--- config.mk ---
export PLATFORM = sky130hd
export DESIGN_NAME = fifo_stream_reader_flat
export DESIGN_NICKNAME = d
export VERILOG_FILES = /design/src/rtl/fifo_stream_reader_if.sv /design/src/rtl/fifo_stream_reader.sv /design/src/flat_wrapper.sv
export SDC_FILE = /design/constraint.sdc
export NUM_CORES = 1
export LEC_CHECK = 0
export BUFFER_PORTS_ARGS = -buffer_cell sky130_fd_sc_hd__buf_4
export CORE_MARGIN = 8
export CORE_UTILIZATION = 25
export DETAILED_ROUTE_END_ITERATION = 6
export PLACE_DENSITY = 0.45
export SLEW_MARGIN = 5
export SYNTH_ARGS = -nofsm -noshare
export SYNTH_HDL_FRONTEND = slang
export SYNTH_SLANG_ARGS = --single-unit
export TNS_END_PERCENT = 20
--- constraint.sdc ---
create_clock -name clk -period 4 [get_ports clk]
set_clock_uncertainty 0.05 [all_clocks]
set_input_delay 1 -clock clk [delete_from_list [all_inputs] [get_ports clk]]
set_output_delay 1 -clock clk [all_outputs]
set_load 0.01 [all_outputs]
--- src/rtl/fifo_stream_reader_if.sv ---
// Handshake bundle between the FIFO read port, fifo_stream_reader and its downstream consumer.
// The master modport is the reader block; the slave modport is its environment.
interface fifo_stream_reader_if #(
  parameter int unsigned DATA_WIDTH = 16,
  parameter int unsigned CNT_WIDTH  = 16
);
  logic                  en;
  logic                  fifo_empty;
  logic [DATA_WIDTH-1:0] fifo_data;
  logic                  fifo_read;
  logic                  out_valid;
  logic                  out_ready;
  logic [DATA_WIDTH-1:0] out_data;
  logic                  out_last;
  logic [CNT_WIDTH-1:0]  pkt_count;

  modport master (
    input  en, fifo_empty, fifo_data, out_ready,
    output fifo_read, out_valid, out_data, out_last, pkt_count
  );

  modport slave (
    output en, fifo_empty, fifo_data, out_ready,
    input  fifo_read, out_valid, out_data, out_last, pkt_count
  );
endinterface

--- src/rtl/fifo_stream_reader.sv ---
// Drains a one-cycle-latency FIFO into a valid/ready stream through a 2-entry buffer,
// marking every PKT_LEN-th word with out_last and counting completed packets.
module fifo_stream_reader #(
  parameter int unsigned DATA_WIDTH = 16,
  parameter int unsigned PKT_LEN    = 32,
  parameter int unsigned CNT_WIDTH  = 16
) (
  input  logic                clk,
  input  logic                rst,
  fifo_stream_reader_if.master bus
);
  localparam int unsigned BW = (PKT_LEN > 1) ? $clog2(PKT_LEN) : 1;
  localparam logic [BW-1:0] LAST_BEAT = BW'(PKT_LEN - 1);

  logic [DATA_WIDTH-1:0] mem [2];
  logic                  wr_ptr;
  logic                  rd_ptr;
  logic [1:0]            occ;
  logic                  infl;
  logic [BW-1:0]         beat;
  logic [CNT_WIDTH-1:0]  pkt_cnt;

  logic valid;
  logic last;
  logic pop;
  logic room;
  logic rd_req;

  // A read is only issued if the word it returns is guaranteed a buffer slot,
  // counting the word already in flight and any slot freed by this cycle's pop.
  always_comb begin
    valid  = (occ != 2'd0);
    last   = valid & (beat == LAST_BEAT);
    pop    = valid & bus.out_ready;
    room   = ({1'b0, occ} + {2'b0, infl}) < (3'd2 + {2'b0, pop});
    rd_req = rst & bus.en & ~bus.fifo_empty & room;
  end

  assign bus.fifo_read = rd_req;
  assign bus.out_valid = valid;
  assign bus.out_data  = mem[rd_ptr];
  assign bus.out_last  = last;
  assign bus.pkt_count = pkt_cnt;

  always_ff @(posedge clk or negedge rst) begin
    if (!rst) begin
      mem[0]  <= '0;
      mem[1]  <= '0;
      wr_ptr  <= 1'b0;
      rd_ptr  <= 1'b0;
      occ     <= '0;
      infl    <= 1'b0;
      beat    <= '0;
      pkt_cnt <= '0;
    end else begin
      infl <= rd_req;
      occ  <= occ + {1'b0, infl} - {1'b0, pop};
      if (infl) begin
        mem[wr_ptr] <= bus.fifo_data;
        wr_ptr      <= ~wr_ptr;
      end
      if (pop) begin
        rd_ptr <= ~rd_ptr;
        beat   <= (beat == LAST_BEAT) ? '0 : beat + 1'b1;
        if (last) pkt_cnt <= pkt_cnt + 1'b1;
      end
    end
  end
endmodule

--- src/flat_wrapper.sv ---
// flat-port wrapper written by rule: the top's interface ports become plain ports
module fifo_stream_reader_flat 
#(
  parameter int unsigned DATA_WIDTH = 16,
  parameter int unsigned PKT_LEN    = 32,
  parameter int unsigned CNT_WIDTH  = 16
)
  (clk, rst, bus_en, bus_fifo_empty, bus_fifo_data, bus_out_ready, bus_fifo_read, bus_out_valid, bus_out_data, bus_out_last, bus_pkt_count);
  fifo_stream_reader_if #(.DATA_WIDTH(DATA_WIDTH), .CNT_WIDTH(CNT_WIDTH)) bus_i ();
  input  logic clk;
  input  logic rst;
  input wire logic [$bits(bus_i.en)-1:0] bus_en;
  input wire logic [$bits(bus_i.fifo_empty)-1:0] bus_fifo_empty;
  input wire logic [$bits(bus_i.fifo_data)-1:0] bus_fifo_data;
  input wire logic [$bits(bus_i.out_ready)-1:0] bus_out_ready;
  output wire logic [$bits(bus_i.fifo_read)-1:0] bus_fifo_read;
  output wire logic [$bits(bus_i.out_valid)-1:0] bus_out_valid;
  output wire logic [$bits(bus_i.out_data)-1:0] bus_out_data;
  output wire logic [$bits(bus_i.out_last)-1:0] bus_out_last;
  output wire logic [$bits(bus_i.pkt_count)-1:0] bus_pkt_count;
  assign bus_i.en = bus_en;
  assign bus_i.fifo_empty = bus_fifo_empty;
  assign bus_i.fifo_data = bus_fifo_data;
  assign bus_i.out_ready = bus_out_ready;
  assign bus_fifo_read = bus_i.fifo_read;
  assign bus_out_valid = bus_i.out_valid;
  assign bus_out_data = bus_i.out_data;
  assign bus_out_last = bus_i.out_last;
  assign bus_pkt_count = bus_i.pkt_count;
  fifo_stream_reader #(.DATA_WIDTH(DATA_WIDTH), .PKT_LEN(PKT_LEN), .CNT_WIDTH(CNT_WIDTH)) u_core (.clk(clk), .rst(rst), .bus(bus_i));
endmodule
==> impl_results.html, run 1 <==
<table>
<tr><th>Metric</th><th>Value</th></tr>
<tr><th colspan="2">Routing</th></tr>
<tr><td>Detailed Route WL</td><td>5500 microns</td></tr>
<tr><td>Average via count per standard cell</td><td>roughly 4.2</td></tr>
<tr><td>Number of optimization iterations in the first detailed-route pass</td><td>4</td></tr>
<tr><td>Remaining design rule violation count</td><td>0</td></tr>
<tr><td>Antenna-violating nets left</td><td>0</td></tr>
<tr><td>Initial detailed-routing violation count</td><td>35</td></tr>
<tr><td>Routed vias</td><td>1666</td></tr>
<tr><td>Average wire length per cell after detail routing</td><td>around 14 microns</td></tr>
<tr><th colspan="2">Worst setup path</th></tr>
<tr><td>Reg2reg end</td><td>u_core.bus.pkt_count[13]$_DFFE_PN0P_</td></tr>
<tr><td>Worst EP arrival</td><td>about 2.1 ns</td></tr>
<tr><td>Crit path buf inv count</td><td>3</td></tr>
<tr><td>Largest stage delay on the critical path</td><td>0.38 ns</td></tr>
<tr><td>Sort of element at the end of the critical path</td><td>primary output</td></tr>
<tr><td>CP top delay family</td><td>buffers and inverters</td></tr>
<tr><td>Classification of the worst setup path</td><td>input port to primary output</td></tr>
<tr><td>Max FO, Critical Path</td><td>12</td></tr>
<tr><td>Kind of start point of the critical path</td><td>input port</td></tr>
<tr><td>Cells on worst reg2reg path</td><td>7</td></tr>
<tr><td>Cells along the critical path</td><td>buf_4, o21ai_1, buf_4, o21ai_0, nor4b_1, buf_4</td></tr>
<tr><td>Slowest stage cell on the critical path</td><td>sky130_fd_sc_hd__nor4b_1</td></tr>
<tr><td>R2R Setup Slk</td><td>1.84 ns</td></tr>
<tr><td>Worst EP required</td><td>around 3.0 ns</td></tr>
<tr><td>Startpoint of the lowest-slack register-to-register path</td><td>u_core.beat[0]$_DFFE_PN0P_</td></tr>
<tr><td>CP most frequent cell</td><td>sky130_fd_sc_hd__buf_4</td></tr>
<tr><th colspan="2">Hold path</th></tr>
<tr><td>Hold path start</td><td>u_core.bus.pkt_count[15]$_DFFE_PN0P_</td></tr>
<tr><td>Hold path endpoint</td><td>u_core.bus.pkt_count[15]$_DFFE_PN0P_</td></tr>
<tr><td>Hold crit path type</td><td>flip-flop to flip-flop</td></tr>
<tr><td>Min-Delay Path Depth</td><td>1</td></tr>
<tr><th colspan="2">Cells and area</th></tr>
<tr><td>Nets@finish</td><td>287</td></tr>
<tr><td>Synth-to-Final Area Change</td><td>28.9%</td></tr>
<tr><td>Area used by sequential logic in the layout</td><td>1450 sq um</td></tr>
<tr><td>Fraction of final layout cells sized beyond drive strength 1</td><td>47.7%</td></tr>
<tr><td>Number of diodes</td><td>0</td></tr>
<tr><td>Fillcell total</td><td>1064</td></tr>
<tr><td>Multi-input logic area</td><td>1120 sq um</td></tr>
<tr><th colspan="2">Synthesis</th></tr>
<tr><td>Most area-consuming cells after synthesis</td><td>sky130_fd_sc_hd__dfrtp_1 (56%), sky130_fd_sc_hd__mux2_2 (21%), sky130_fd_sc_hd__xnor2_1 (4.0%), sky130_fd_sc_hd__ha_1 (3.4%), sky130_fd_sc_hd__xor2_1 (2.3%)</td></tr>
<tr><td>Cell taking the most area after synthesis</td><td>sky130_fd_sc_hd__dfrtp_1</td></tr>
<tr><td>Count of flip-flops with a built-in enable after synthesis</td><td>0</td></tr>
<tr><td>Combinational family with the most area after synthesis</td><td>multiplexers</td></tr>
<tr><td>Synth async-reset ratio</td><td>100%</td></tr>
<tr><td>Most frequently used cell type in the post-synthesis netlist</td><td>sky130_fd_sc_hd__dfrtp_1</td></tr>
<tr><td>Post-Synthesis Cell Area</td><td>between 2000 and 3000 sq um</td></tr>
<tr><td>Dominant register cell in the synthesized netlist</td><td>sky130_fd_sc_hd__dfrtp_1</td></tr>
<tr><td>Share of Yosys cell area claimed by the top area cell type</td><td>55.6%</td></tr>
<tr><td>Post-synthesis compound-gate area fraction</td><td>2.64%</td></tr>
<tr><td>Sequential-to-total area share from yosys stat</td><td>55.6%</td></tr>
<tr><td>Post-Synth Simple-Gate Area</td><td>9.15%</td></tr>
<tr><td>Gate count of the mapped netlist</td><td>197</td></tr>
<tr><td>Number of different library cells in the post-synthesis netlist</td><td>28</td></tr>
<tr><td>Xor-xnor portion of the synthesized cell area</td><td>6.37%</td></tr>
<tr><td>Synthesis Warnings</td><td>0</td></tr>
<tr><td>Syn Nets</td><td>225</td></tr>
<tr><td>Number of register bits inferred by synthesis</td><td>58</td></tr>
<tr><td>Mean instance size in the synthesized netlist</td><td>13.3 sq um</td></tr>
<tr><td>Multiplexer area fraction after synthesis</td><td>21.1%</td></tr>
<tr><td>Top cells by count, synth</td><td>sky130_fd_sc_hd__dfrtp_1 (58), sky130_fd_sc_hd__mux2_2 (49), sky130_fd_sc_hd__nand2_1 (15)</td></tr>
<tr><td>Adder-cell area share of the yosys netlist</td><td>3.35%</td></tr>
<tr><th colspan="2">CTS</th></tr>
<tr><td>Number of resized instances in the post-cts repair step</td><td>0</td></tr>
<tr><td>Number of buffers created by CTS</td><td>9</td></tr>
<tr><td>Quantity of hold-fixing buffers added after cts</td><td>0</td></tr>
<tr><td>Clock transition at the registers of the reported paths</td><td>0.06 ns</td></tr>
<tr><td>CTS tree</td><td>built</td></tr>
<tr><td>Setup bufs post-CTS</td><td>0</td></tr>
<tr><td>Buffer levels on the longest clock path</td><td>2</td></tr>
<tr><td>Clock network latency to the later pin of the worst-skew pair</td><td>0.33 ns</td></tr>
<tr><td>H-tree levels</td><td>3</td></tr>
<tr><td>Number of clock sinks</td><td>58</td></tr>
<tr><td>Cell at the root of the clock tree</td><td>sky130_fd_sc_hd__clkbuf_8</td></tr>
<tr><th colspan="2">GRT</th></tr>
<tr><td>Met2 layer usage reported by global route</td><td>10.8%</td></tr>
<tr><td>Global routing usage on met3</td><td>under 10%</td></tr>
<tr><td>Met1 track demand over resource in global routing</td><td>10.9%</td></tr>
<tr><td>Total congestion overflow after global routing</td><td>0</td></tr>
<tr><td>Most crowded layer after global routing</td><td>met1</td></tr>
<tr><td>Global router's overall resource usage</td><td>8.25%</td></tr>
<tr><td>Initial antenna violation count</td><td>0</td></tr>
<tr><td>Via count of the first global-routing pass</td><td>1727</td></tr>
<tr><td>Pin count of the biggest net entering global routing</td><td>59</td></tr>
<tr><td>Wire length of the first global-routing pass</td><td>9090 microns</td></tr>
<tr><th colspan="2">Timing</th></tr>
<tr><td>Post-route clock period utilization</td><td>~80%</td></tr>
<tr><td>RSZ-0062 raised after global routing</td><td>no</td></tr>
<tr><td>Peak clock frequency supported by timing</td><td>roughly 320 MHz</td></tr>
<tr><td>Min Tclk post-route</td><td>3.12 ns</td></tr>
<tr><td>Finish-stage setup viols</td><td>0</td></tr>
<tr><td>Final worst slack</td><td>0.881 ns</td></tr>
<tr><td>Worst slew margin relative to its limit</td><td>39.2%</td></tr>
<tr><td>Setup TNS Final</td><td>0 ns</td></tr>
<tr><td>Number of max-slew violations in the final report</td><td>0</td></tr>
<tr><td>Actual slew at the worst max-slew pin</td><td>0.907 ns</td></tr>
<tr><td>Final hold violation count</td><td>0</td></tr>
<tr><th colspan="2">Die</th></tr>
<tr><td>Die Ht</td><td>118 microns</td></tr>
<tr><td>Initial core utilization</td><td>about 26%</td></tr>
<tr><td>Number of core rows</td><td>37</td></tr>
<tr><td>Area of the core</td><td>10200 sq um</td></tr>
<tr><td>Die X-Extent</td><td>about 120 microns</td></tr>
<tr><td>Top-Level Pins</td><td>56</td></tr>
<tr><td>Die Outline Area</td><td>14000 sq um</td></tr>
<tr><th colspan="2">Pwr</th></tr>
<tr><td>Combinational group share of total power</td><td>35.7%</td></tr>
<tr><td>Switch Pwr</td><td>0.695 mW</td></tr>
<tr><td>Cell internal power dissipation</td><td>between 1.5 and 2 mW</td></tr>
<tr><td>Sequential share of power</td><td>42.7%</td></tr>
<tr><td>LEAKAGE</td><td>1.56 nW</td></tr>
<tr><td>Total power per unit cell area</td><td>a little under 700 nW/um^2</td></tr>
<tr><td>Largest voltage drop on the vdd net</td><td>0.238 mV</td></tr>
<tr><td>Switching share of power</td><td>a little under a third</td></tr>
<tr><td>Share of power burned in the clock network</td><td>21.7%</td></tr>
<tr><th colspan="2">Placement</th></tr>
<tr><td>Final RePlAce weighted congestion</td><td>0.699</td></tr>
<tr><td># port buffers</td><td>55</td></tr>
<tr><td>Pre-CTS worst setup slack</td><td>0.893 ns</td></tr>
<tr><td>Half-perimeter wire length of the detailed placement result</td><td>3880 microns</td></tr>
<tr><th colspan="2">Flow run</th></tr>
<tr><td>Max cap viols</td><td>0</td></tr>
<tr><th colspan="2">Outcome</th></tr>
<tr><td>Result of the run</td><td>complete, no violations</td></tr>
</table>
-- worst reg2reg max path, cell delays in order, from the launching register on --
cell and delay (ns):
sky130_fd_sc_hd__dfrtp_1 0.39, sky130_fd_sc_hd__ha_1 0.18, sky130_fd_sc_hd__and3_1 0.16, sky130_fd_sc_hd__ha_1 0.33, sky130_fd_sc_hd__o2111ai_4 0.24, sky130_fd_sc_hd__nor4_4 0.41
sky130_fd_sc_hd__nand4_1 0.16, sky130_fd_sc_hd__xnor2_1 0.14
-- logic make-up after synthesis --
family	after synthesis
flip-flops	58
multiplexers	49
AND/OR/NAND/NOR	44
XOR/XNOR	19
buffers and inverters	11
AO/OA/AOI/OAI	9
adder cells (fa/ha/maj)	7
-- through the flow --
stage	util (%)	area (sq um)	hold slack [ns]	power, mW	std cells
2_1_floorplan	-	2610	0.402	1.46	197
3_3_place_gp	31.1	3180	0.418	1.80	384
3_5_place_dp	31.1	3180	0.429	1.82	384
4_1_cts	32.9	3370	0.438	2.33	400
5_1_grt	32.9	3370	0.444	2.45	400
6_report	32.9	3370	0.437	2.28	400
-- flip-flops by register name, summed over array words and instances, names as in the netlist --
register	count
u_core.mem	32
u_core.beat	5
u_core.bus.pkt_count	16
u_core.rd_ptr	1
u_core.infl	1
u_core.wr_ptr	1
u_core.occ	2
-- worst max path at each step --
stage / to / depth (start not counted) / from
3_3_place_gp: bus_fifo_read / 6 / bus_out_ready
5_1_grt: bus_fifo_read / 6 / bus_out_ready
2_1_floorplan: bus_fifo_read / 4 / bus_out_ready
4_1_cts: bus_fifo_read / 6 / bus_out_ready
6_report: bus_fifo_read / 6 / bus_out_ready
3_5_place_dp: bus_fifo_read / 6 / bus_out_ready
-- power groups by stage --
stage | sequential (mW) | combinational, mW | clock [mW]
2_1_floorplan | 0.914 | 0.545 | 0
3_3_place_gp | 0.980 | 0.822 | 0
3_5_place_dp | 0.985 | 0.831 | 0
4_1_cts | 0.975 | 0.835 | 0.516
5_1_grt | 1.01 | 0.897 | 0.547
6_report | 0.971 | 0.811 | 0.493
-- layout by cell type, fill, tap and decap left out --
| master | Yosys | final |
|---|---|---|
| sky130_fd_sc_hd__o2111ai_4 | 1 | 1 |
| sky130_fd_sc_hd__or2_2 | 1 | 1 |
| sky130_fd_sc_hd__and3_1 | 3 | 3 |
| sky130_fd_sc_hd__nor2_1 | 5 | 5 |
| sky130_fd_sc_hd__mux2_2 | 49 | 49 |
| sky130_fd_sc_hd__or2_1 | 1 | 1 |
| sky130_fd_sc_hd__inv_1 | 5 | 5 |
| sky130_fd_sc_hd__o21ai_0 | 4 | 4 |
| sky130_fd_sc_hd__buf_4 | 0 | 57 |
| sky130_fd_sc_hd__and2_1 | 1 | 1 |
| sky130_fd_sc_hd__clkbuf_1 | 2 | 2 |
| sky130_fd_sc_hd__nor4_1 | 1 | 1 |
| sky130_fd_sc_hd__nand3_1 | 6 | 6 |
| sky130_fd_sc_hd__nor3_2 | 2 | 2 |
| sky130_fd_sc_hd__a21oi_1 | 2 | 2 |
| sky130_fd_sc_hd__xor2_1 | 7 | 7 |
| sky130_fd_sc_hd__nand2_1 | 15 | 15 |
| sky130_fd_sc_hd__nor4b_1 | 1 | 1 |
| sky130_fd_sc_hd__nand2b_1 | 1 | 1 |
| sky130_fd_sc_hd__ha_1 | 7 | 7 |
| sky130_fd_sc_hd__xnor2_1 | 12 | 12 |
| sky130_fd_sc_hd__nor4_4 | 1 | 1 |
| sky130_fd_sc_hd__nor3_1 | 3 | 3 |
| sky130_fd_sc_hd__clkbuf_8 | 0 | 12 |
| sky130_fd_sc_hd__a21o_1 | 1 | 1 |
| sky130_fd_sc_hd__dfrtp_1 | 58 | 58 |
| sky130_fd_sc_hd__nand4_1 | 2 | 2 |
| sky130_fd_sc_hd__o21ai_1 | 1 | 1 |
| sky130_fd_sc_hd__nor2b_2 | 0 | 1 |
| sky130_fd_sc_hd__clkinv_2 | 0 | 2 |
-- layout make-up --
class | count | area share, %
Clock buffer | 14 | 5.13
Clock inverter | 2 | 0.297
Inverter | 5 | 0.557
Multi-Input combinational cell | 128 | 33.1
Sequential cell | 58 | 43.1
Tap cell | 136 | 5.05
Timing Repair Buffer | 57 | 12.7
-- per-layer routing --
layer | vias to the layer above | part of all wire (%)
met5 | - | 0
met4 | 0 | 1.5
met3 | 9 | 6.5
met2 | 47 | 41
met1 | 802 | 51
li1 | 808 | -
Power figures use the tool's default switching activity.
==> run 2: changes to the inputs <==
clock period = 3.1 ns   (was 4 ns; I/O delays follow)
==> run 2 against run 1 <==
Against the previous run:
- final area rose by 0.45%
- critical path type is now flip-flop to primary output
- core utilization rose by 0.15 points
- global-route usage rose by 0.56 points
- highest routed layer unchanged
- setup slack got worse by 0.44 ns
- via count rose by 3.1%
==> impl_results.html, run 2 (synthesis results as in run 1) <==
<table>
<tr><th>Metric</th><th>Value</th></tr>
<tr><th colspan="2">Routing</th></tr>
<tr><td>Routed vias</td><td>1718 (+3.1%)</td></tr>
<tr><td>Remaining design rule violation count</td><td>0 (unchanged)</td></tr>
<tr><td>Detailed Route WL</td><td>5710 microns (+3.8%)</td></tr>
<tr><td>Average via count per standard cell</td><td>4.28 (+2.9%)</td></tr>
<tr><td>Initial detailed-routing violation count</td><td>43 (+23%)</td></tr>
<tr><td>Antenna-violating nets left</td><td>0 (unchanged)</td></tr>
<tr><td>Number of optimization iterations in the first detailed-route pass</td><td>4 (unchanged)</td></tr>
<tr><td>Average wire length per cell after detail routing</td><td>14.2 microns (+3.6%)</td></tr>
<tr><th colspan="2">GRT</th></tr>
<tr><td>Met1 track demand over resource in global routing</td><td>11.4% (+0.51 points)</td></tr>
<tr><td>Wire length of the first global-routing pass</td><td>9810 microns (+8.0%)</td></tr>
<tr><td>Initial antenna violation count</td><td>0 (unchanged)</td></tr>
<tr><td>Total congestion overflow after global routing</td><td>0 (unchanged)</td></tr>
<tr><td>Via count of the first global-routing pass</td><td>1902 (+10%)</td></tr>
<tr><td>Global routing usage on met3</td><td>3.95% (+0.24 points)</td></tr>
<tr><td>Global router's overall resource usage</td><td>8.82% (+0.56 points)</td></tr>
<tr><td>Met2 layer usage reported by global route</td><td>12.8% (+1.9 points)</td></tr>
<tr><td>Most crowded layer after global routing</td><td>met2</td></tr>
<tr><td>Pin count of the biggest net entering global routing</td><td>59 (unchanged)</td></tr>
<tr><th colspan="2">Cells and area</th></tr>
<tr><td>Fraction of final layout cells sized beyond drive strength 1</td><td>48.7% (+0.95 points)</td></tr>
<tr><td>Most frequent standard cell in the layout excluding fill and tap cells</td><td>sky130_fd_sc_hd__buf_4</td></tr>
<tr><td>Area used by sequential logic in the layout</td><td>1450 sq um (unchanged)</td></tr>
<tr><td>Fillcell total</td><td>1057 (-0.66%)</td></tr>
<tr><td>Most frequent cells in the layout</td><td>sky130_fd_sc_hd__buf_4 (59), sky130_fd_sc_hd__dfrtp_1 (58), sky130_fd_sc_hd__mux2_2 (49), sky130_fd_sc_hd__nand2_1 (15), sky130_fd_sc_hd__xnor2_1 (12)</td></tr>
<tr><td>Nets@finish</td><td>289 (+0.70%)</td></tr>
<tr><td>Number of diodes</td><td>0 (unchanged)</td></tr>
<tr><td>Final instance count without filler cells</td><td>401 (+0.25%)</td></tr>
<tr><td>Top register by number of flip-flops</td><td>u_core.mem</td></tr>
<tr><td>Multi-input logic area</td><td>1120 sq um (unchanged)</td></tr>
<tr><td>Synth-to-Final Area Change</td><td>29.5%</td></tr>
<tr><td>Flip-flop count of the largest register, all copies and words added</td><td>32 (unchanged)</td></tr>
<tr><td>Fin area</td><td>3380 sq um (+0.45%)</td></tr>
<tr><th colspan="2">Die</th></tr>
<tr><td>Area of the core</td><td>10200 sq um (unchanged)</td></tr>
<tr><td>Top-Level Pins</td><td>56 (unchanged)</td></tr>
<tr><td>Initial core utilization</td><td>25.5% (unchanged)</td></tr>
<tr><td>Die Ht</td><td>118 microns (unchanged)</td></tr>
<tr><td>Die X-Extent</td><td>118 microns (unchanged)</td></tr>
<tr><td>Number of core rows</td><td>37 (unchanged)</td></tr>
<tr><td>Die Outline Area</td><td>14000 sq um (unchanged)</td></tr>
<tr><th colspan="2">CTS</th></tr>
<tr><td>Buffer levels on the longest clock path</td><td>2 (unchanged)</td></tr>
<tr><td>Clock network latency to the later pin of the worst-skew pair</td><td>0.33 ns (about the same)</td></tr>
<tr><td>Number of resized instances in the post-cts repair step</td><td>0 (unchanged)</td></tr>
<tr><td>CTS tree</td><td>built</td></tr>
<tr><td>Number of buffers created by CTS</td><td>9 (unchanged)</td></tr>
<tr><td>Setup bufs post-CTS</td><td>0 (unchanged)</td></tr>
<tr><td>Number of clock sinks</td><td>58 (unchanged)</td></tr>
<tr><td>H-tree levels</td><td>3 (unchanged)</td></tr>
<tr><td>Clock transition at the registers of the reported paths</td><td>0.07 ns (about the same)</td></tr>
<tr><td>Quantity of hold-fixing buffers added after cts</td><td>0 (unchanged)</td></tr>
<tr><td>Cell at the root of the clock tree</td><td>sky130_fd_sc_hd__clkbuf_8</td></tr>
<tr><th colspan="2">Timing</th></tr>
<tr><td>WHS</td><td>0.435 ns (-0.00198 ns)</td></tr>
<tr><td>Peak clock frequency supported by timing</td><td>about 380 MHz</td></tr>
<tr><td>Setup TNS Final</td><td>0 ns (unchanged)</td></tr>
<tr><td>Final hold violation count</td><td>0 (unchanged)</td></tr>
<tr><td>Min Tclk post-route</td><td>2.66 ns</td></tr>
<tr><td>Worst slew margin relative to its limit</td><td>49.3% (+10 points)</td></tr>
<tr><td>Actual slew at the worst max-slew pin</td><td>0.760 ns (-0.147 ns)</td></tr>
<tr><td>RSZ-0062 raised after global routing</td><td>no</td></tr>
<tr><td>Finish-stage setup viols</td><td>0 (unchanged)</td></tr>
<tr><td>Post-route clock period utilization</td><td>around 86%</td></tr>
<tr><td>Number of max-slew violations in the final report</td><td>0 (unchanged)</td></tr>
<tr><th colspan="2">Placement</th></tr>
<tr><td>Total placed instance area</td><td>3200 sq um (+0.47%)</td></tr>
<tr><td>Half-perimeter wire length of the detailed placement result</td><td>3990 microns (+2.8%)</td></tr>
<tr><td>Placed instance count</td><td>386 (+0.52%)</td></tr>
<tr><td>Final RePlAce weighted congestion</td><td>0.681 (-2.5%)</td></tr>
<tr><td># port buffers</td><td>55 (unchanged)</td></tr>
<tr><th colspan="2">Pwr</th></tr>
<tr><td>Switch Pwr</td><td>0.918 mW (+32%)</td></tr>
<tr><td>Sequential share of power</td><td>40.8% (-1.9 points)</td></tr>
<tr><td>Total power per unit cell area</td><td>880 nW/um^2 (+30%)</td></tr>
<tr><td>Largest voltage drop on the vdd net</td><td>0.297 mV (+25%)</td></tr>
<tr><td>Switching share of power</td><td>30.9% (+0.33 points)</td></tr>
<tr><td>Cell internal power dissipation</td><td>2.06 mW (+30%)</td></tr>
<tr><td>Share of power burned in the clock network</td><td>22.2% (+0.5 points)</td></tr>
<tr><td>Combinational group share of total power</td><td>37.0% (+1.3 points)</td></tr>
<tr><td>LEAKAGE</td><td>1.57 nW (+0.79%)</td></tr>
<tr><th colspan="2">Worst setup path</th></tr>
<tr><td>Cells on worst reg2reg path</td><td>7 (unchanged)</td></tr>
<tr><td>Worst EP arrival</td><td>1.84 ns (-0.23 ns)</td></tr>
<tr><td>Worst EP required</td><td>2.27 ns (-0.68 ns)</td></tr>
<tr><td>Kind of start point of the critical path</td><td>flip-flop</td></tr>
<tr><td>Sort of element at the end of the critical path</td><td>primary output</td></tr>
<tr><td>Classification of the worst setup path</td><td>flip-flop to primary output</td></tr>
<tr><td>Worst setup startpoint</td><td>u_core.occ[0]$_DFF_PN0_</td></tr>
<tr><td>Reg2reg end</td><td>u_core.bus.pkt_count[13]$_DFFE_PN0P_</td></tr>
<tr><td>Startpoint of the lowest-slack register-to-register path</td><td>u_core.beat[0]$_DFFE_PN0P_</td></tr>
<tr><td>R2R Setup Slk</td><td>0.92 ns (-0.92 ns)</td></tr>
<tr><td>Max FO, Critical Path</td><td>5 (-7)</td></tr>
<tr><th colspan="2">Hold path</th></tr>
<tr><td>Hold crit path type</td><td>flip-flop to flip-flop</td></tr>
<tr><td>Min-Delay Path Depth</td><td>1 (unchanged)</td></tr>
<tr><td>Hold path endpoint</td><td>u_core.bus.pkt_count[15]$_DFFE_PN0P_</td></tr>
<tr><td>Hold path start</td><td>u_core.bus.pkt_count[15]$_DFFE_PN0P_</td></tr>
<tr><th colspan="2">Outcome</th></tr>
<tr><td>Result of the run</td><td>complete, no violations</td></tr>
<tr><th colspan="2">Flow run</th></tr>
<tr><td>Max cap viols</td><td>0 (unchanged)</td></tr>
</table>
run 2: changes by cell type in the layout (fill, tap and decap cells not counted), sizes merged:
cell | previous run | this run
bufinv | 0 | 1
clkinv | 2 | 5
buf | 57 | 59
clkbuf | 14 | 9
run 2: power groups by stage:
stage | registers [mW] | clock network, mW | logic, mW
3_3_place_gp | 1.22 | 0 | 1.11
6_report | 1.21 | 0.660 | 1.10
4_1_cts | 1.22 | 0.697 | 1.14
5_1_grt | 1.25 | 0.733 | 1.23
2_1_floorplan | 1.18 | 0 | 0.704
3_5_place_dp | 1.23 | 0 | 1.13
run 2: worst max path at each step:
stage                     cells after the start       endpoint  slack, ns
after detailed placement                      5  bus_fifo_read       0.59
after CTS                                     5  bus_fifo_read       0.37
after global placement                        5  bus_fifo_read       0.63
final                                         5  bus_fifo_read       0.44
after global routing                          5  bus_fifo_read       0.20
after floorplan                               4  bus_fifo_read       0.59
run 2: area by class of cell:
cell class,instances,share of cell area [%]
clock buffers,9,3.66
clock inverters,6,1.74
inverters,5,0.555
multi-input cells,128,33.0
flip-flops and latches,58,42.9
well taps,136,5.03
repair buffers,59,13.1
run 2: metrics by stage:
step | setup slack [ns] | utilization (%) | total power [mW]
5_1_grt | 0.195 | 33.1 | 3.22
4_1_cts | 0.366 | 33.1 | 3.05
6_report | 0.438 | 33.1 | 2.97
3_5_place_dp | 0.592 | 31.3 | 2.36
2_1_floorplan | 0.591 | - | 1.88
3_3_place_gp | 0.632 | 31.3 | 2.33
run 2: worst max-delay path: stages (launching register included):
cell                      delay [ns]
sky130_fd_sc_hd__dfrtp_1        0.44
sky130_fd_sc_hd__ha_1           0.21
sky130_fd_sc_hd__ha_1           0.25
sky130_fd_sc_hd__o21ai_0        0.07
sky130_fd_sc_hd__nor4b_1        0.34
sky130_fd_sc_hd__buf_4          0.20
run 2: per-layer routing:
metal	part of all wire [%]	wire, microns	up-vias
met2	45	2560	47
li1	-	-	809
met4	1.1	61	0
met3	5.5	316	8
met1	49	2780	854
met5	0	0	-
==> run 3: changes to the inputs <==
--- a/config.mk
+++ b/config.mk
@@ -11,4 +11,5 @@
 export DETAILED_ROUTE_END_ITERATION = 6
 export PLACE_DENSITY = 0.45
+export SETUP_SLACK_MARGIN = 0.3
 export SLEW_MARGIN = 5
 export SYNTH_ARGS = -nofsm -noshare
==> constraint.sdc (replaced) <==
create_clock -name clk -period 3.1 [get_ports clk]
set_clock_uncertainty 0.05 [all_clocks]
set_input_delay 0.93 -clock clk [delete_from_list [all_inputs] [get_ports clk]]
set_output_delay 0.93 -clock clk [all_outputs]
set_load 0.01 [all_outputs]
==> run 3 against run 2 <==
Against the previous run:
- final cell count unchanged
- sequential share of layout area down 0.074 points
- die area unchanged
- setup slack worse by 0.054 ns
- routed wire length down 1.7%
- via count down 1.7%
- register-to-register slack better by 0.08 ns
- non-clock buffer count down 1
- sequential cell count unchanged
- largest power group unchanged
- global-route usage down 0.19 points
- clock-buffer cell count up 1
- worst hold slack worse by 0.012 ns
==> impl_results.html, run 3 (synthesis results as in run 1) <==
<table>
<tr><th>Metric</th><th>Value</th></tr>
<tr><th colspan="2">Outcome</th></tr>
<tr><td>Result of the run</td><td>complete, no violations</td></tr>
<tr><th colspan="2">Pwr</th></tr>
<tr><td>Largest voltage drop on the vdd net</td><td>0.313 mV (+5.3%)</td></tr>
<tr><td>LEAKAGE</td><td>1.56 nW (-0.84%)</td></tr>
<tr><td>Total power per unit cell area</td><td>872 nW/um^2 (-0.88%)</td></tr>
<tr><th colspan="2">Worst setup path</th></tr>
<tr><td>Kind of start point of the critical path</td><td>flip-flop</td></tr>
<tr><td>Classification of the worst setup path</td><td>flip-flop to primary output</td></tr>
<tr><td>Reg2reg end</td><td>u_core.bus.pkt_count[13]$_DFFE_PN0P_</td></tr>
<tr><td>Worst EP arrival</td><td>1.74 ns (-0.10 ns)</td></tr>
<tr><td>Sort of element at the end of the critical path</td><td>primary output</td></tr>
<tr><td>Worst setup startpoint</td><td>u_core.occ[0]$_DFF_PN0_</td></tr>
<tr><td>Largest stage delay on the critical path</td><td>0.45 ns (about the same)</td></tr>
<tr><td>CP top delay family</td><td>adder cells</td></tr>
<tr><td>Cells along the critical path</td><td>ha_1, ha_1, o21ai_0, nor4b_4, buf_4</td></tr>
<tr><td>Max FO, Critical Path</td><td>5 (unchanged)</td></tr>
<tr><td>Slowest stage cell on the critical path</td><td>sky130_fd_sc_hd__dfrtp_1</td></tr>
<tr><td>CP most frequent cell</td><td>sky130_fd_sc_hd__ha_1</td></tr>
<tr><td>Cells on worst reg2reg path</td><td>7 (unchanged)</td></tr>
<tr><td>Worst EP required</td><td>2.12 ns (-0.15 ns)</td></tr>
<tr><td>Crit path buf inv count</td><td>1 (unchanged)</td></tr>
<tr><td>R2R Setup Slk</td><td>1.00 ns (+0.08 ns)</td></tr>
<tr><td>Startpoint of the lowest-slack register-to-register path</td><td>u_core.beat[0]$_DFFE_PN0P_</td></tr>
<tr><th colspan="2">CTS</th></tr>
<tr><td>H-tree levels</td><td>3 (unchanged)</td></tr>
<tr><td>Cell at the root of the clock tree</td><td>sky130_fd_sc_hd__clkbuf_8</td></tr>
<tr><td>Setup bufs post-CTS</td><td>0 (unchanged)</td></tr>
<tr><td>Number of buffers created by CTS</td><td>9 (unchanged)</td></tr>
<tr><td>Buffer levels on the longest clock path</td><td>2 (unchanged)</td></tr>
<tr><td>Number of clock sinks</td><td>58 (unchanged)</td></tr>
<tr><td>Clock network latency to the later pin of the worst-skew pair</td><td>0.33 ns (about the same)</td></tr>
<tr><td>CTS tree</td><td>built</td></tr>
<tr><td>Clock transition at the registers of the reported paths</td><td>0.07 ns (about the same)</td></tr>
<tr><th colspan="2">Timing</th></tr>
<tr><td>Actual slew at the worst max-slew pin</td><td>0.866 ns (+0.105 ns)</td></tr>
<tr><td>Post-route clock period utilization</td><td>87.6% (+1.7 points)</td></tr>
<tr><td>Setup TNS Final</td><td>0 ns (unchanged)</td></tr>
<tr><td>RSZ-0062 raised after global routing</td><td>yes</td></tr>
<tr><td>WHS</td><td>0.424 ns (-0.0115 ns)</td></tr>
<tr><td>Final worst slack</td><td>0.384 ns (-0.0539 ns)</td></tr>
<tr><td>Worst slew margin relative to its limit</td><td>42.0% (-7.3 points)</td></tr>
<tr><td>Finish-stage setup viols</td><td>0 (unchanged)</td></tr>
<tr><td>Min Tclk post-route</td><td>2.72 ns (+0.0539 ns)</td></tr>
<tr><td>Peak clock frequency supported by timing</td><td>368 MHz (-2.0%)</td></tr>
<tr><td>Number of max-slew violations in the final report</td><td>0 (unchanged)</td></tr>
<tr><td>Final hold violation count</td><td>0 (unchanged)</td></tr>
<tr><th colspan="2">Hold path</th></tr>
<tr><td>Hold crit path type</td><td>flip-flop to flip-flop</td></tr>
<tr><td>Min-Delay Path Depth</td><td>1 (unchanged)</td></tr>
<tr><td>Hold path endpoint</td><td>u_core.rd_ptr$_DFFE_PN0P_</td></tr>
<tr><td>Hold path start</td><td>u_core.rd_ptr$_DFFE_PN0P_</td></tr>
<tr><th colspan="2">Flow run</th></tr>
<tr><td>Max cap viols</td><td>0 (unchanged)</td></tr>
<tr><th colspan="2">GRT</th></tr>
<tr><td>Total congestion overflow after global routing</td><td>0 (unchanged)</td></tr>
<tr><td>Initial antenna violation count</td><td>0 (unchanged)</td></tr>
<tr><td>Wire length of the first global-routing pass</td><td>9650 microns (-1.7%)</td></tr>
<tr><td>Via count of the first global-routing pass</td><td>1785 (-6.2%)</td></tr>
<tr><td>Global router's overall resource usage</td><td>8.63% (-0.19 points)</td></tr>
<tr><td>Pin count of the biggest net entering global routing</td><td>59 (unchanged)</td></tr>
<tr><th colspan="2">Placement</th></tr>
<tr><td># port buffers</td><td>55 (unchanged)</td></tr>
<tr><td>Half-perimeter wire length of the detailed placement result</td><td>3880 microns (-2.6%)</td></tr>
<tr><td>Total placed instance area</td><td>3200 sq um (about the same)</td></tr>
<tr><td>Pre-CTS worst setup slack</td><td>0.389 ns (-0.203 ns)</td></tr>
<tr><td>Final RePlAce weighted congestion</td><td>0.687 (+0.88%)</td></tr>
<tr><th colspan="2">Routing</th></tr>
<tr><td>Average via count per standard cell</td><td>4.21 (-1.7%)</td></tr>
<tr><td>Remaining design rule violation count</td><td>0 (unchanged)</td></tr>
<tr><td>Routed vias</td><td>1688 (-1.7%)</td></tr>
<tr><td>Detailed Route WL</td><td>5610 microns (-1.7%)</td></tr>
<tr><td>Initial detailed-routing violation count</td><td>75 (+74%)</td></tr>
<tr><td>Number of optimization iterations in the first detailed-route pass</td><td>2 (-2)</td></tr>
<tr><td>Average wire length per cell after detail routing</td><td>14.0 microns (-1.7%)</td></tr>
<tr><td>Antenna-violating nets left</td><td>0 (unchanged)</td></tr>
<tr><th colspan="2">Die</th></tr>
<tr><td>Die X-Extent</td><td>118 microns (unchanged)</td></tr>
<tr><td>Die Ht</td><td>118 microns (unchanged)</td></tr>
<tr><td>Number of core rows</td><td>37 (unchanged)</td></tr>
<tr><td>Area of the core</td><td>10200 sq um (unchanged)</td></tr>
<tr><td>Die Outline Area</td><td>14000 sq um (unchanged)</td></tr>
<tr><td>Top-Level Pins</td><td>56 (unchanged)</td></tr>
<tr><td>Initial core utilization</td><td>25.5% (unchanged)</td></tr>
<tr><th colspan="2">Cells and area</th></tr>
<tr><td>Nets@finish</td><td>288 (-0.35%)</td></tr>
<tr><td>Synth-to-Final Area Change</td><td>29.9%</td></tr>
<tr><td>Most frequent standard cell in the layout excluding fill and tap cells</td><td>sky130_fd_sc_hd__buf_4</td></tr>
<tr><td>Flip-flop count of the largest register, all copies and words added</td><td>32 (unchanged)</td></tr>
<tr><td>Top register by number of flip-flops</td><td>u_core.mem</td></tr>
<tr><td>Fraction of final layout cells sized beyond drive strength 1</td><td>49.8% (+1.1 points)</td></tr>
<tr><td>Most frequent cells in the layout</td><td>sky130_fd_sc_hd__buf_4 (58), sky130_fd_sc_hd__dfrtp_1 (57), sky130_fd_sc_hd__mux2_2 (49), sky130_fd_sc_hd__nand2_1 (15), sky130_fd_sc_hd__xnor2_1 (12)</td></tr>
<tr><td>Number of diodes</td><td>0 (unchanged)</td></tr>
<tr><td>Fin area</td><td>3390 sq um (+0.26%)</td></tr>
</table>
-- run 3: changes by cell type in the layout (fill, tap and decap cells not counted), sizes merged --
cell,delta
clkinv,-1
clkbuf,+1
clkinvlp,+2
buf,-1
bufinv,-1
-- run 3: final cells by class --
class / instances / area, sq um
multi-input cells: 128 / 1130
well taps: 136 / 170
repair buffers: 58 / 435
inverters: 5 / 18.8
clock buffers: 10 / 138
clock inverters: 6 / 42.5
fillers: 1037 / 6840
flip-flops and latches: 58 / 1450
-- run 3: how the worst max path moves through the flow --
| stage | cells after the start | slack [ns] | to |
|---|---|---|---|
| 3_5_place_dp | 5 | 0.39 | bus_fifo_read |
| 2_1_floorplan | 4 | 0.45 | bus_fifo_read |
| 4_1_cts | 5 | 0.30 | bus_fifo_read |
| 6_report | 5 | 0.38 | bus_fifo_read |
| 5_1_grt | 5 | 0.28 | bus_fifo_read |
| 3_3_place_gp | 5 | 0.37 | bus_fifo_read |
-- run 3: stage by stage --
stage               instances  utilization, %  total power, mW
CTS                       401            33.0             3.02
floorplan                 197               -             1.89
global route              401            33.1             3.18
detailed placement        385            31.3             2.35
global placement          385            31.3             2.33
finish                    401            33.1             2.96
-- run 3: timing repair --
item                       in CTS  in global routing
pin swaps                       0                  0
hold endpoints to repair        0                  0
setup endpoints to repair       1                  2
hold buffers                    0                  0
gates resized for setup         1                  2
-- run 3: report_power, final --
group / switching (mW) / internal (mW) / total (mW)
clock network: 0.329 / 0.311 / 0.640
logic: 0.451 / 0.660 / 1.11
registers: 0.167 / 1.04 / 1.20
total: 0.946 / 2.01 / 2.96
-- run 3: worst register-to-register path, delay by kind of cell (launching register included) --
kind            cells  cell delay, ns
xor+xnor            1            0.14
simple gates        3            0.74
compound gates      1            0.20
fa+ha+maj           2            0.46
flops               1            0.40
-- run 3: metal layers --
layer  up-vias  routed length (microns)  GRT usage, %
met5         -                        0             0
met2        45                     2410          12.1
met3         6                      302          3.95
li1        813                        -             -
met4         0                       74          2.88
met1       824                     2830          11.4
